**config.mk**
```make
export PLATFORM = sky130hd
export DESIGN_NAME = hazard_forward_unit_flat
export DESIGN_NICKNAME = d
export VERILOG_FILES = /design/src/rtl/hazard_forward_unit_if.sv /design/src/rtl/hazard_forward_unit.sv /design/src/flat_wrapper.sv
export SDC_FILE = /design/constraint.sdc
export NUM_CORES = 1
export LEC_CHECK = 0
export CAP_MARGIN = 20
export CORE_MARGIN = 1.5
export CORE_UTILIZATION = 26
export CTS_CLUSTER_DIAMETER = 150
export DETAILED_ROUTE_END_ITERATION = 16
export GPL_TIMING_DRIVEN = 0
export PLACE_DENSITY = 0.59
export SYNTH_ARGS = -nofsm -noshare
export SYNTH_HDL_FRONTEND = slang
export SYNTH_SLANG_ARGS = --single-unit
```
**constraint.sdc**
```tcl
create_clock -name clk -period 3.35 [get_ports clk]
set_input_delay 0.8375 -clock clk [delete_from_list [all_inputs] [get_ports clk]]
set_output_delay 0.8375 -clock clk [all_outputs]
set_load 0.05 [all_outputs]
```
**src/rtl/hazard_forward_unit_if.sv**
```systemverilog
// Signal bundle between the pipeline datapath and hazard_forward_unit.
// HAZARD_STATS_EN adds the stall-statistics counters and their clear input.
interface hazard_forward_unit_if #(
  parameter int NUM_SRC = 2,
  parameter int AW      = 5
);
  logic [NUM_SRC*AW-1:0] src_d;
  logic [NUM_SRC-1:0]    use_d;
  logic                  br_d;
  logic                  md_use_d;
  logic [NUM_SRC*AW-1:0] src_e;
  logic [AW-1:0]         dst_e;
  logic                  wen_e;
  logic                  load_e;
  logic                  md_start_e;
  logic                  md_div_e;
  logic [AW-1:0]         dst_m;
  logic                  wen_m;
  logic                  load_m;
  logic [AW-1:0]         dst_w;
  logic                  wen_w;
  logic [NUM_SRC*2-1:0]  fwd_e;
  logic [NUM_SRC-1:0]    fwd_d;
  logic                  stall_f;
  logic                  stall_d;
  logic                  flush_e;
  logic                  md_busy;
`ifdef HAZARD_STATS_EN
  logic                  stats_clr;
  logic [31:0]           stall_cycles;
  logic [31:0]           load_use_cnt;
  logic [31:0]           md_wait_cnt;
`endif

  modport slave (
`ifdef HAZARD_STATS_EN
    input  stats_clr,
    output stall_cycles, load_use_cnt, md_wait_cnt,
`endif
    input  src_d, use_d, br_d, md_use_d, src_e, dst_e, wen_e, load_e,
           md_start_e, md_div_e, dst_m, wen_m, load_m, dst_w, wen_w,
    output fwd_e, fwd_d, stall_f, stall_d, flush_e, md_busy
  );

  modport master (
`ifdef HAZARD_STATS_EN
    output stats_clr,
    input  stall_cycles, load_use_cnt, md_wait_cnt,
`endif
    output src_d, use_d, br_d, md_use_d, src_e, dst_e, wen_e, load_e,
           md_start_e, md_div_e, dst_m, wen_m, load_m, dst_w, wen_w,
    input  fwd_e, fwd_d, stall_f, stall_d, flush_e, md_busy
  );
endinterface

```
**src/rtl/hazard_forward_unit.sv**
```systemverilog
// Forwarding selects, load-use/branch/mult-div stall logic and mult/div busy countdown.
// Define HAZARD_STATS_EN to add the stall/load-use/md-wait cycle counters.
module hazard_forward_unit #(
  parameter int NUM_SRC = 2,
  parameter int AW      = 5,
  parameter int MUL_LAT = 5,
  parameter int DIV_LAT = 10,
  parameter int CW      = 4
) (
  input  logic                  clk,
  input  logic                  rst_n,
  hazard_forward_unit_if.slave  bus
);

  localparam logic [CW-1:0] MulLoad = CW'(MUL_LAT);
  localparam logic [CW-1:0] DivLoad = CW'(DIV_LAT);

  logic [CW-1:0]        cnt;
  logic                 mdBusy;
  logic                 hzLoad;
  logic                 hzBr;
  logic                 hzMd;
  logic                 stall;
  logic [NUM_SRC*2-1:0] fwdE;
  logic [NUM_SRC-1:0]   fwdD;

  always_comb begin
    fwdE   = '0;
    fwdD   = '0;
    hzLoad = 1'b0;
    hzBr   = 1'b0;
    for (int unsigned i = 0; i < NUM_SRC; i++) begin
      if (bus.wen_m && bus.dst_m != '0 && bus.dst_m == bus.src_e[i*AW +: AW])
        fwdE[i*2 +: 2] = 2'b10;
      else if (bus.wen_w && bus.dst_w != '0 && bus.dst_w == bus.src_e[i*AW +: AW])
        fwdE[i*2 +: 2] = 2'b01;

      fwdD[i] = bus.wen_m && !bus.load_m && bus.dst_m != '0 &&
                bus.dst_m == bus.src_d[i*AW +: AW];

      if (bus.load_e && bus.dst_e != '0 && bus.use_d[i] &&
          bus.src_d[i*AW +: AW] == bus.dst_e)
        hzLoad = 1'b1;

      // Branch compares in D: wait for anything still in E, or a load still in M.
      if (bus.br_d && bus.use_d[i] && bus.src_d[i*AW +: AW] != '0 &&
          ((bus.wen_e && bus.dst_e == bus.src_d[i*AW +: AW]) ||
           (bus.load_m && bus.wen_m && bus.dst_m == bus.src_d[i*AW +: AW])))
        hzBr = 1'b1;
    end
  end

  assign mdBusy = (cnt != '0);
  assign hzMd   = bus.md_use_d && (mdBusy || bus.md_start_e);
  assign stall  = hzLoad | hzBr | hzMd;

  // A new issue always reloads, even while a previous op is still counting.
  always_ff @(posedge clk or negedge rst_n) begin
    if (!rst_n)
      cnt <= '0;
    else if (bus.md_start_e)
      cnt <= bus.md_div_e ? DivLoad : MulLoad;
    else if (cnt != '0)
      cnt <= cnt - 1'b1;
  end

  assign bus.fwd_e   = fwdE;
  assign bus.fwd_d   = fwdD;
  assign bus.stall_f = stall;
  assign bus.stall_d = stall;
  assign bus.flush_e = stall;
  assign bus.md_busy = mdBusy;

`ifdef HAZARD_STATS_EN
  logic [31:0] stallCycles;
  logic [31:0] loadUseCnt;
  logic [31:0] mdWaitCnt;

  always_ff @(posedge clk or negedge rst_n) begin
    if (!rst_n) begin
      stallCycles <= '0;
      loadUseCnt  <= '0;
      mdWaitCnt   <= '0;
    end else if (bus.stats_clr) begin
      stallCycles <= '0;
      loadUseCnt  <= '0;
      mdWaitCnt   <= '0;
    end else begin
      stallCycles <= stallCycles + {31'd0, stall};
      loadUseCnt  <= loadUseCnt + {31'd0, hzLoad};
      mdWaitCnt   <= mdWaitCnt + {31'd0, hzMd};
    end
  end

  assign bus.stall_cycles = stallCycles;
  assign bus.load_use_cnt = loadUseCnt;
  assign bus.md_wait_cnt  = mdWaitCnt;
`endif

endmodule

```
**src/flat_wrapper.sv**
```systemverilog
// flat-port wrapper written by rule: the top's interface ports become plain ports
module hazard_forward_unit_flat 
#(
  parameter int NUM_SRC = 2,
  parameter int AW      = 5,
  parameter int MUL_LAT = 5,
  parameter int DIV_LAT = 10,
  parameter int CW      = 4
)
  (clk, rst_n, bus_src_d, bus_use_d, bus_br_d, bus_md_use_d, bus_src_e, bus_dst_e, bus_wen_e, bus_load_e, bus_md_start_e, bus_md_div_e, bus_dst_m, bus_wen_m, bus_load_m, bus_dst_w, bus_wen_w, bus_fwd_e, bus_fwd_d, bus_stall_f, bus_stall_d, bus_flush_e, bus_md_busy);
  hazard_forward_unit_if #(.NUM_SRC(NUM_SRC), .AW(AW)) bus_i ();
  input  logic clk;
  input  logic rst_n;
  input wire logic [$bits(bus_i.src_d)-1:0] bus_src_d;
  input wire logic [$bits(bus_i.use_d)-1:0] bus_use_d;
  input wire logic [$bits(bus_i.br_d)-1:0] bus_br_d;
  input wire logic [$bits(bus_i.md_use_d)-1:0] bus_md_use_d;
  input wire logic [$bits(bus_i.src_e)-1:0] bus_src_e;
  input wire logic [$bits(bus_i.dst_e)-1:0] bus_dst_e;
  input wire logic [$bits(bus_i.wen_e)-1:0] bus_wen_e;
  input wire logic [$bits(bus_i.load_e)-1:0] bus_load_e;
  input wire logic [$bits(bus_i.md_start_e)-1:0] bus_md_start_e;
  input wire logic [$bits(bus_i.md_div_e)-1:0] bus_md_div_e;
  input wire logic [$bits(bus_i.dst_m)-1:0] bus_dst_m;
  input wire logic [$bits(bus_i.wen_m)-1:0] bus_wen_m;
  input wire logic [$bits(bus_i.load_m)-1:0] bus_load_m;
  input wire logic [$bits(bus_i.dst_w)-1:0] bus_dst_w;
  input wire logic [$bits(bus_i.wen_w)-1:0] bus_wen_w;
  output wire logic [$bits(bus_i.fwd_e)-1:0] bus_fwd_e;
  output wire logic [$bits(bus_i.fwd_d)-1:0] bus_fwd_d;
  output wire logic [$bits(bus_i.stall_f)-1:0] bus_stall_f;
  output wire logic [$bits(bus_i.stall_d)-1:0] bus_stall_d;
  output wire logic [$bits(bus_i.flush_e)-1:0] bus_flush_e;
  output wire logic [$bits(bus_i.md_busy)-1:0] bus_md_busy;
  assign bus_i.src_d = bus_src_d;
  assign bus_i.use_d = bus_use_d;
  assign bus_i.br_d = bus_br_d;
  assign bus_i.md_use_d = bus_md_use_d;
  assign bus_i.src_e = bus_src_e;
  assign bus_i.dst_e = bus_dst_e;
  assign bus_i.wen_e = bus_wen_e;
  assign bus_i.load_e = bus_load_e;
  assign bus_i.md_start_e = bus_md_start_e;
  assign bus_i.md_div_e = bus_md_div_e;
  assign bus_i.dst_m = bus_dst_m;
  assign bus_i.wen_m = bus_wen_m;
  assign bus_i.load_m = bus_load_m;
  assign bus_i.dst_w = bus_dst_w;
  assign bus_i.wen_w = bus_wen_w;
  assign bus_fwd_e = bus_i.fwd_e;
  assign bus_fwd_d = bus_i.fwd_d;
  assign bus_stall_f = bus_i.stall_f;
  assign bus_stall_d = bus_i.stall_d;
  assign bus_flush_e = bus_i.flush_e;
  assign bus_md_busy = bus_i.md_busy;
  hazard_forward_unit #(.NUM_SRC(NUM_SRC), .AW(AW), .MUL_LAT(MUL_LAT), .DIV_LAT(DIV_LAT), .CW(CW)) u_core (.clk(clk), .rst_n(rst_n), .bus(bus_i));
endmodule
```
* After elaboration in Yosys (flattened, before gate mapping)
Cells that the tools add are included.
Word-level totals: register bits after elaboration 4, bits of input ports 48, output and inout bits 10, word-level logic and storage cells 63
Operators by class: $add $sub $neg 1, equal/unequal tests 10, multiplexer cells 11, bitwise logic cells 2, reduce and logical (&&, ||, !) cells 38
Operators with widths (number):
- 5-bit == test | 10
- 1-bit logical AND | 27
- 5-bit nonzero test | 5
- 4-bit two-way mux | 3
- 1-bit two-way mux | 6
- 2-bit two-way mux | 2
- 4-bit nonzero test | 1
- 4-bit by 1-bit subtractor with 4-bit output, second input constant | 1
- 1-bit logical OR | 3
- 1-bit OR | 2
- 2-bit nonzero test | 1
- 1-bit zero test | 1

* Depth between registers and ports, before layout
depth after elaboration 8, gate-level depth with buffers 8, mapped depth without buffers 7

* Least setup slack after synthesis
OpenSTA, ideal clock, no wires.
kind input-to-output, start point input bus_dst_m[0], end point output bus_fwd_e[0], data arrival time 2862 ps, required time 2513 ps, path slack -350 ps, stages 5, buffers on the path 1, path through buf_2 > or4_4 > o21ai_4 > nor4_2 > nor4_2
On the way: cells in the longest elaborated chain, start to end 4, elaborated cells between the ends (all ways) 5, classes of those cells 1 x eq/ne; 1 x mux; 3 x reduce/logical
RTL lines:
- start: declaration | line flat_wrapper.sv:24 | input wire logic [$bits(bus_i.dst_m)-1:0] bus_dst_m;
- 5-bit nonzero test | line hazard_forward_unit.sv:33 | if (bus.wen_m && bus.dst_m != '0 && bus.dst_m == bus.src_e[i*AW +: AW])
- 1-bit logical AND | line hazard_forward_unit.sv:33
- 1-bit logical AND (*) | line hazard_forward_unit.sv:33
- 2-bit two-way mux (*) | line hazard_forward_unit.sv:33
- end: declaration | line flat_wrapper.sv:29 | output wire logic [$bits(bus_i.fwd_e)-1:0] bus_fwd_e;
Every way passes the cells marked *; elsewhere a longest branch is shown, timed or not.

* Final worst setup path
start point input bus_src_d[6], end point output bus_stall_d
On the way: cells in the longest elaborated chain, start to end 7, elaborated cells between the ends (all ways) 14, classes of those cells 3 x eq/ne; 2 x mux; 2 x bitwise; 7 x reduce/logical
RTL lines:
- start: declaration | line flat_wrapper.sv:14 | input wire logic [$bits(bus_i.src_d)-1:0] bus_src_d;
- 5-bit == test, on equally long branches | line hazard_forward_unit.sv:42, hazard_forward_unit.sv:47, hazard_forward_unit.sv:48
- 1-bit logical AND, on equally long branches | line hazard_forward_unit.sv:47, hazard_forward_unit.sv:48
- 1-bit logical OR | line hazard_forward_unit.sv:47 | ((bus.wen_e && bus.dst_e == bus.src_d[i*AW +: AW]) ||
- 1-bit logical AND | line hazard_forward_unit.sv:46 | if (bus.br_d && bus.use_d[i] && bus.src_d[i*AW +: AW] != '0 &&
- 1-bit two-way mux | line hazard_forward_unit.sv:46
- 1-bit OR (*) (2 in series) | line hazard_forward_unit.sv:55 | assign stall = hzLoad | hzBr | hzMd;
- end: declaration | line flat_wrapper.sv:32 | output wire logic [$bits(bus_i.stall_d)-1:0] bus_stall_d;
Marked as above.

==> results.md <==
* Status: finished, violations left
* Failing checks: negative setup slack
* Multi-input logic area at 816 µm²
* Max clock buf depth at 2
* Filler cells at 339
* Number of global-route vias before repair at 1032
* Crit path buf inv count at 3
* Cells along the critical path: buf_6, or4_4, o211ai_1, o32ai_2, a311o_2, buf_6, buf_8
* Core area at 3150 µm²
* Sw frac at 40.8%
* Via-to-Cell Ratio at 4.75
* Largest net degree at the start of global routing at 8
* Leading registers by flop count: u_core.cnt x4
* Share of the synthesized area in the top cell type at 27.7%
* Achievable frequency at 298 MHz
* Critical Path Max Stage Delay at 540 ps
* Rel. slew slack at 66.8%
* Count of cell types in the netlist at 31
* Mapped Area at 885 µm²
* Num rows at 20
* Register area at 100 µm²
* RSZ-0062 raised after global routing: true
* Max VDD drop at 0.0894 mV
* Die area at 3760 µm²
* Final WL at 2740 µm
* Worst Path Max Fanout at 3
* Final Wtd Congestion at 0.729
* First-pass GRT wire length at 4360 µm
* Final period utilization at 100%
* Vias post-DR at 989
* IO Port Bufs at 52
* Hpwl dp at 2290 µm
* Most used cell, CP: buf_6
* Final ANT Viol Nets at 0
* Hold/Removal Path Class: reg2reg
* Largest register FFs at 4
* DRT iter0 DRCs at 42
* MaxCap Viol Count at 0
* Post-Synthesis Cells at 106
* Die Y at 61.3 µm
* Hold Violations, Final at 0
* Antenna cells at 0
* Clk pwr share at 15.6%
* TritonCTS clock tree: yes
* Final setup violation count at 2
* Post-Syn Nets at 156
* Slack of the critical path at -4.47 ps
* Util after Layout at 49.8%
* Root Driver: clkbuf_4
* H-tree Lvls at 1
* Flops & latches, synth at 4
* CP delay by family, top: compound AO/OA/AOI/OAI gates
* Commonest cells after routing, fill and taps aside: xor2_1 (28), clkdlybuf4s50_1 (24), xnor2_1 (15)
* Clock latency on the worst-skew pair at 230 ps
* Leak at 0.607 nW
* WL/cell at 13.2 µm
* Data required time of the critical path at 2510 ps
* Syn. warnings at 0
* Initial core utilization at 28.1%
* Total Routing Usage GR at 15.3%
* 1st-pass router iterations at 4
* Cts bufs inserted at 3
* Clk_skew at 5.85 ps
* WHS at 601 ps
* Most common cell after layout, fill and taps aside: xor2_1
* Sequential share of the synthesized area at 11.3%
* PD cells at 236 nW/µm²
* Syn avg cell area at 8.35 µm²
* Worst EP arrival at 2520 ps
* Minimum clock period at 3350 ps
* IO Pins at 58
* Gate power share at 65.5%
* Clock tree sinks at 4
* Crit path launch type: input port
* NetSw at 0.151 mW
* Count of pins over their slew limit at 0
* Worst Max-Slew Pin Slew at 497 ps
* Die width at 61.3 µm
* CP Capture Type: output pin
* Drt drc at 0
* Internal power at 0.220 mW
* Slowest cell on crit path: or4_4
* GR Overflow Total at 0
* Worst Setup Path Type: in2out
* Dominant cells by area after synthesis: xor2_1 (28%), xnor2_1 (15%), dfrtp_1 (11%), nor4_2 (5.7%), or4_1 (5.1%)
* Initial antenna violation count at 0
* Layout cell share with drive strength beyond 1 at 28.0%
* Largest Register: u_core.cnt
* Area grow syn2layout at 77.5%
* Sequential Power Share at 18.9%
* Synth area leader: xor2_1
* Clock transition at path regs at 40 ps
* NumNets Final at 216
* Design Power at 0.371 mW
* Cts hold-fix bufs at 0
path summary, 6_finish.rpt:
check                                          start                        end  slack (ps)  cells past startpoint
hold / removal             u_core.cnt[3]$_DFFE_PN0N_  u_core.cnt[3]$_DFFE_PN0N_         600                      2
hold reg to reg            u_core.cnt[3]$_DFFE_PN0N_  u_core.cnt[3]$_DFFE_PN0N_         600                      2
max in group asynchronous                      rst_n  u_core.cnt[2]$_DFFE_PN0N_        2370                      1
setup reg to reg           u_core.cnt[0]$_DFFE_PN0N_  u_core.cnt[1]$_DFFE_PN0N_        1910                      6
setup / recovery                        bus_src_d[6]                bus_stall_d          -4                      7
min in group asynchronous                      rst_n  u_core.cnt[3]$_DFFE_PN0N_         810                      1
routing by layer:
layer  vias up  wire length, µm  track usage [%]
met4         0                6             1.82
li1        492                -                -
met1       465             1170             18.1
met3         2              118             1.89
met5         -                0                0
met2        30             1440             30.1
cells in the mapped netlist:
cell type  count
nor4_1         2
o21a_1         1
inv_1          3
or4_4          1
clkbuf_2       1
a21oi_1        2
or4_1          6
dfrtp_1        4
o21ai_2        1
buf_2          1
buf_6          1
a311o_1        1
o21ai_4        1
o32ai_1        1
xor2_1        28
o21ai_1        1
nand2b_1       1
nand3_1        6
xnor2_1       15
o21bai_1       1
nor4_2         4
nor3b_2        1
buf_4          2
o21ai_0        4
nand2_1        3
o31ai_1        2
ha_1           2
clkbuf_1       2
o211ai_1       1
nor2_1         2
nor3_1         5
power by group through the flow:
stage                     clock network (mW)  registers, mW  logic (mW)
final                                 0.0578         0.0703       0.243
after global routing                  0.0665         0.0718       0.262
after CTS                             0.0618         0.0702       0.235
after detailed placement                   0         0.0703       0.235
after global placement                     0         0.0709       0.231
after floorplan                            0         0.0687       0.137
worst register-to-register path, cell delays in order, from the launching register on:
cell and delay (ps):
dfrtp_1 370, inv_1 120, ha_1 170, nor3b_2 370, nor2_1 80, a21oi_1 120, o21ai_0 90
kinds of logic after synthesis:
logic type	after synthesis	share of synthesized area (%)
flops	4	11.3
compound gates	16	13.2
buf+inv	10	6.22
fa+ha+maj	2	2.83
xor+xnor	43	42.6
simple gates	31	23.9
through the flow:
stage / setup slack [ps] / cells / cell area (µm²) / setup TNS, ps
floorplan: -44.0 / 106 / 921 / -44.0
global placement: -972 / 202 / 1500 / -5590
detailed placement: -949 / 202 / 1500 / -5510
CTS: -16.2 / 206 / 1520 / -16.2
global route: -40.1 / 208 / 1570 / -77.8
finish: -4.47 / 208 / 1570 / -8.58
final cells by class:
class                           count  area share (%)
Clock buffer                        3            1.43
Sequential cell                     4            6.37
Inverter                            3           0.717
Timing Repair Buffer               55            32.7
Multi-Input combinational cell     92            52.0
Buffer                              7            3.35
Tap cell                           44            3.51
repair_timing:
action | in CTS | in global routing
pin swaps | 6 | 8
setup buffers | 1 | 2
resized for setup | 91 | 18
setup endpoints to repair | 9 | 5
cloned | 0 | 0
(Power assumes the default switching activity.)
==> edit 1 (same settings) <==
`CW` is set to 4 in 2 places; all go to 5.
--- a/src/rtl/hazard_forward_unit.sv
+++ b/src/rtl/hazard_forward_unit.sv
@@ -7,3 +7,3 @@
   parameter int DIV_LAT = 10,
-  parameter int CW      = 4
+  parameter int CW      = 5
 ) (
--- a/src/flat_wrapper.sv
+++ b/src/flat_wrapper.sv
@@ -7,3 +7,3 @@
   parameter int DIV_LAT = 10,
-  parameter int CW      = 4
+  parameter int CW      = 5
 )
Behaviour: same outputs for any inputs over 10 cycles, from zero or initial values and one cycle with rst_n low; that may be too few to reach the edited logic, so the function may still have changed.
==> edit 1 against the original RTL <==
Area after synthesis increased by 7.6%; routed wire length grew 0.80%; power grew 9.2%; count of clock-buffer cells in the layout is the same; synthesized cell count rose by 11%; via count rose by 3.7%; final cell count increased by 6.3%; sequential cell count is 1 higher; global-route usage is 1.3 points lower; critical path type unchanged; final area is 3.3% higher; setup slack improved by 0.060 ns; critical endpoint is now bus_fwd_e[0]; non-clock buffer count fell by 2.
==> edit 1: results (changes against the original RTL) <==
Outcome: finished, final reports clean (was finished, violations left)
Worst-margin pin slew: 0.638 ns (was 0.497 ns)
Total CTS buffers: 3 (unchanged)
Largest net degree at the start of global routing: 9 (was 8)
Max incr delay on CP: 0.50 ns (was 0.54 ns)
First-pass GRT wire length: 4560 µm (was 4360 µm)
Setup slack, reg-to-reg: 1.72 ns (was 1.91 ns)
Vias per cell: 4.64 (was 4.75)
Sequential share of the synthesized area: 13.1% (was 11.3%)
Fillers: 346 (was 339)
Detailed Route Iter0 Violations: 21 (was 42)
GRT Resource Usage Total: 14.0% (was 15.3%)
Max VDD drop: 0.000264 V (was 0.0000894 V)
Initial antenna violation count: 0 (unchanged)
IO Port Bufs: 52 (unchanged)
Worst-path clk slew: 0.04 ns (about the same)
Leakage: 0.000670 µW (was 0.000607 µW)
Nets@finish: 226 (was 216)
Critical path endpoint: bus_fwd_e[0] (was bus_stall_d)
Crit path from: bus_src_e[1] (was bus_src_d[6])
Max H-tree Level: 1 (unchanged)
FF-to-FF Start: u_core.cnt[0]$_DFFE_PN0N_ (unchanged)
Largest registers: u_core.cnt x5 (was u_core.cnt x4)
Synthesized instance count: 118 (was 106)
WP data arrival: 2.46 ns (was 2.52 ns)
Clk_skew: 0.00716 ns (was 0.00585 ns)
Post-synth cell types: 29 (was 31)
Vias in the first global route: 1053 (was 1032)
Final Cycle Share: 98.3% (was 100%)
Pre-CTS WS: -0.832 ns (was -0.949 ns)
Non-filler cells, final: 221 (was 208)
Post-CTS Resized: 58 (was 91)
CP max FO: 2 (was 3)
Wire per inst: 12.5 µm (was 13.2 µm)
Gp weighted congestion: 0.802 (was 0.729)
Root Driver: clkbuf_4 (unchanged)
Synth cell count leaders: 23 x xnor2_1, 20 x xor2_1, 10 x nand3_1, 7 x nor3_1, 6 x nor2_1 (was 28 x xor2_1, 15 x xnor2_1, 6 x nand3_1, 6 x or4_1, 5 x nor3_1)
Mapped Nets: 168 (was 156)
Hold_sp: u_core.cnt[4]$_DFFE_PN0N_ (was u_core.cnt[3]$_DFFE_PN0N_)
Hold Path Depth: 2 (unchanged)
Clock latency on the worst-skew pair: 0.24 ns
Min-Delay Endpoint: u_core.cnt[4]$_DFFE_PN0N_ (was u_core.cnt[3]$_DFFE_PN0N_)
Reg2reg end: u_core.cnt[1]$_DFFE_PN0N_ (unchanged)
Top cells by area, synth: xnor2_1 21%, xor2_1 18%, dfrtp_1 13% (was xor2_1 28%, xnor2_1 15%, dfrtp_1 11%)
Fin Hold WS: 0.562 ns (was 0.601 ns)
Final HPWL DP: 2380 µm (was 2290 µm)
CTS Buffer Depth: 2 (unchanged)
Share of layout cells above drive strength 1: 19.4% (was 28.0%)
Asr flop ratio synth: 100% (unchanged)
## edit 1: changes by cell type in the layout (fill, tap and decap cells not counted), sizes merged, moves of 3 or more
cell and change:
dlygate4sd2 +12, clkdlybuf4s15 -3, and3 +4, buf -6
clkbuf -3, nor2 +4, nand3 +4, xnor2 +8
clkdlybuf4s50 -5, xor2 -8, dlymetal6s2s +3
## edit 1: layout make-up
class                           instances  area (µm²)  share of cell area [%]
Multi-Input combinational cell        103         840                    51.8
Timing Repair Buffer                   53         494                    30.5
Sequential cell                         5         125                    7.72
Buffer                                  7        66.3                    4.09
Tap cell                               46        57.6                    3.55
Clock buffer                            3        22.5                    1.39
Inverter                                3        11.3                   0.694
Clock inverter                          1        5.00                   0.309
## edit 1: where the power goes
part	internal, µW	switching, µW	leakage [µW]	total, µW
registers	74.4	13.9	0.0000620	88.3
logic	121	127	0.000590	247
clock network	43.3	26.5	0.0000177	69.8
total	238	167	0.000670	405
## edit 1: per-layer routing
layer  share of wire [%]  GRT usage [%]  wire (µm)  vias up
li1                    -              -          -      534
met1                  48           18.1       1320      439
met2                  42           23.0       1160       53
met3                  10           5.00        277        0
met4                   0           1.63          0        0
met5                   0              0          0        -
## edit 1: critical path, delay by kind of cell
family / cells / cell delay, ns
xor gates and xnor gates: 1 / 0.18
buffers and inverters: 2 / 0.65
and+or+nand+nor: 2 / 0.79
## edit 1: logic make-up after synthesis
group / count (synthesis) / synth area share (%)
flops: 5 / 13.1
xor+xnor: 43 / 39.6
compound gates: 13 / 9.73
fa+ha+maj: 2 / 2.63
buf+inv: 10 / 5.91
simple gates: 45 / 29.0
## edit 1: stage by stage
step	area, µm²	utilization (%)	total power [µW]
final	1620	47.5	405
after global routing	1620	47.5	439
after CTS	1620	47.3	412
after detailed placement	1600	46.9	346
after global placement	1600	46.9	343
after floorplan	1020	-	244
==> edit 2 (same flow settings) <==
Made on the original files. `DIV_LAT` is set to 10 in 2 places; all go to 5.
--- a/src/rtl/hazard_forward_unit.sv
+++ b/src/rtl/hazard_forward_unit.sv
@@ -6,3 +6,3 @@
   parameter int MUL_LAT = 5,
-  parameter int DIV_LAT = 10,
+  parameter int DIV_LAT = 5,
   parameter int CW      = 4
--- a/src/flat_wrapper.sv
+++ b/src/flat_wrapper.sv
@@ -6,3 +6,3 @@
   parameter int MUL_LAT = 5,
-  parameter int DIV_LAT = 10,
+  parameter int DIV_LAT = 5,
   parameter int CW      = 4
Function: changed (a bounded check fails within 10 cycles, from zero or initial values and one cycle with rst_n low).
==> edit 2 against the original RTL <==
Non-clock buffer count decreased by 2; die area increased by 0.26%; routed wire length increased by 3.8%; power decreased by 13%; area after synthesis increased by 0.28%; count of clock-buffer cells in the layout unchanged; first-iteration DRC count decreased by 71%; clock power decreased by 3%; setup slack improved by 0.056 ns; sequential cell count unchanged; register-to-register slack improved by 0.17 ns; final area decreased by 0.48%.
==> edit 2: results (changes against the original RTL) <==
Max VDD drop: 0.000142 V (was 0.0000894 V)
Pre-CTS WS: -0.821 ns (was -0.949 ns)
Top cells by area, synth: xnor2_1 21%, xor2_1 20%, dfrtp_1 11% (was xor2_1 28%, xnor2_1 15%, dfrtp_1 11%)
Power share of the clock group: 17.3% (was 15.6%)
Final HPWL DP: 2410 µm (was 2290 µm)
Cell family with most CP delay: simple AND/OR/NAND/NOR gates (was compound AO/OA/AOI/OAI gates)
Mapped Nets: 160 (was 156)
Placed cells: 207 (was 202)
Share of layout cells above drive strength 1: 19.9% (was 28.0%)
IO Port Bufs: 51 (was 52)
Max incr delay on CP: 0.50 ns (was 0.54 ns)
Internal power: 198 µW (was 220 µW)
Seq Cell Count: 4 (unchanged)
ClkCell Share: 1.44% (was 1.43%)
Multi-input logic area: 798 µm² (was 816 µm²)
Initial antenna violation count: 0 (unchanged)
Largest net degree at the start of global routing: 6 (was 8)
Synth cell count leaders: 21 x xnor2_1, 20 x xor2_1, 10 x nand3_1, 6 x nor3_1, 5 x nor2_1 (was 28 x xor2_1, 15 x xnor2_1, 6 x nand3_1, 6 x or4_1, 5 x nor3_1)
Post-route cell area: 1560 µm² (was 1570 µm²)
Wire per inst: 13.4 µm (was 13.2 µm)
Vias per cell: 4.69 (was 4.75)
Post-place instance area: 1520 µm² (was 1500 µm²)
Gp weighted congestion: 0.808 (was 0.729)
Nets@finish: 218 (was 216)
CP max FO: 2 (was 3)
WP data arrival: 2.46 ns (was 2.52 ns)
Vias in the first global route: 992 (was 1032)
Multi-input logic cell count: 96 (was 92)
Outcome: finished, final reports clean (was finished, violations left)
Fillers: 347 (was 339)
First-pass GRT wire length: 4380 µm (was 4360 µm)
Largest registers: u_core.cnt x4 (unchanged)
Hold_sp: u_core.cnt[0]$_DFFE_PN0N_ (was u_core.cnt[3]$_DFFE_PN0N_)
Mapped Avg Cell Area: 8.06 µm² (was 8.35 µm²)
Detailed Route Iter0 Violations: 12 (was 42)
Leakage: 0.000661 µW (was 0.000607 µW)
Flop pwr share: 19.2% (was 18.9%)
GRT Resource Usage Total: 15.0% (was 15.3%)
Sequential share of the synthesized area: 11.3% (about the same)
Asr flop ratio synth: 100% (unchanged)
Clk_skew: 0.000601 ns (was 0.00585 ns)
Non-clk bufs: 60 (was 62)
Crit path from: bus_src_e[1] (was bus_src_d[6])
Reported combinational group power: 204 µW (was 243 µW)
Row cnt: 21 (was 20)
Non-clk buf share: 36.7% (was 36.0%)
Slew headroom: 66.0% (was 66.8%)
Detailed Route WL: 2840 µm (was 2740 µm)
==> edit 2: cell types whose count changed in the layout (fill, tap and decap cells not counted), moves of 4 or more <==
cell	unedited run	this run
and3_1	0	4
buf_2	6	1
clkdlybuf4s50_1	24	18
dlygate4sd2_1	8	15
dlymetal6s2s_1	1	6
nand3_1	6	10
nor2_1	1	5
xnor2_1	15	19
xor2_1	28	20
==> edit 2: worst paths after layout <==
path,endpoint,slack (ns),cells after the start
worst max-delay path,bus_fwd_e[0],0.05,5
worst min-delay path,u_core.cnt[0]$_DFFE_PN0N_,0.55,2
worst max register to register,u_core.cnt[1]$_DFFE_PN0N_,2.08,5
worst min register to register,u_core.cnt[0]$_DFFE_PN0N_,0.55,2
max in group asynchronous,u_core.cnt[2]$_DFFE_PN0N_,2.37,1
min in group asynchronous,u_core.cnt[1]$_DFFE_PN0N_,0.82,1
==> edit 2: routing by layer <==
metal	vias up	track usage [%]	share of wire, %
li1	500	-	-
met1	459	18.3	44
met2	35	29.9	51
met4	0	0.912	0
met5	-	0	0
met3	0	0.840	5.8
==> edit 2: cells by family (layout without fill, tap and decap cells) <==
kind of cell | after synthesis | in the layout | share of synthesized area (%)
adders and majority gates | 2 | 2 | 2.82
AOI/OAI and AO/OA | 12 | 12 | 10.2
DFF | 4 | 4 | 11.3
xor gates and xnor gates | 41 | 41 | 40.5
buffers and inverters | 10 | 66 | 6.21
and+or+nand+nor | 41 | 41 | 29.1
==> edit 2: what timing repair did <==
item | 4_1_cts | 5_1_grt
pin swaps | 2 | 4
endpoints found under the setup margin | 9 | 7
cloned | 0 | 0
resized for setup | 60 | 20
setup buffers | 2 | 0
==> edit 2: worst min-delay path, stage by stage (launching register included) <==
cell and delay [ns]:
dfrtp_1 0.37, xnor2_1 0.08, nand2b_1 0.06
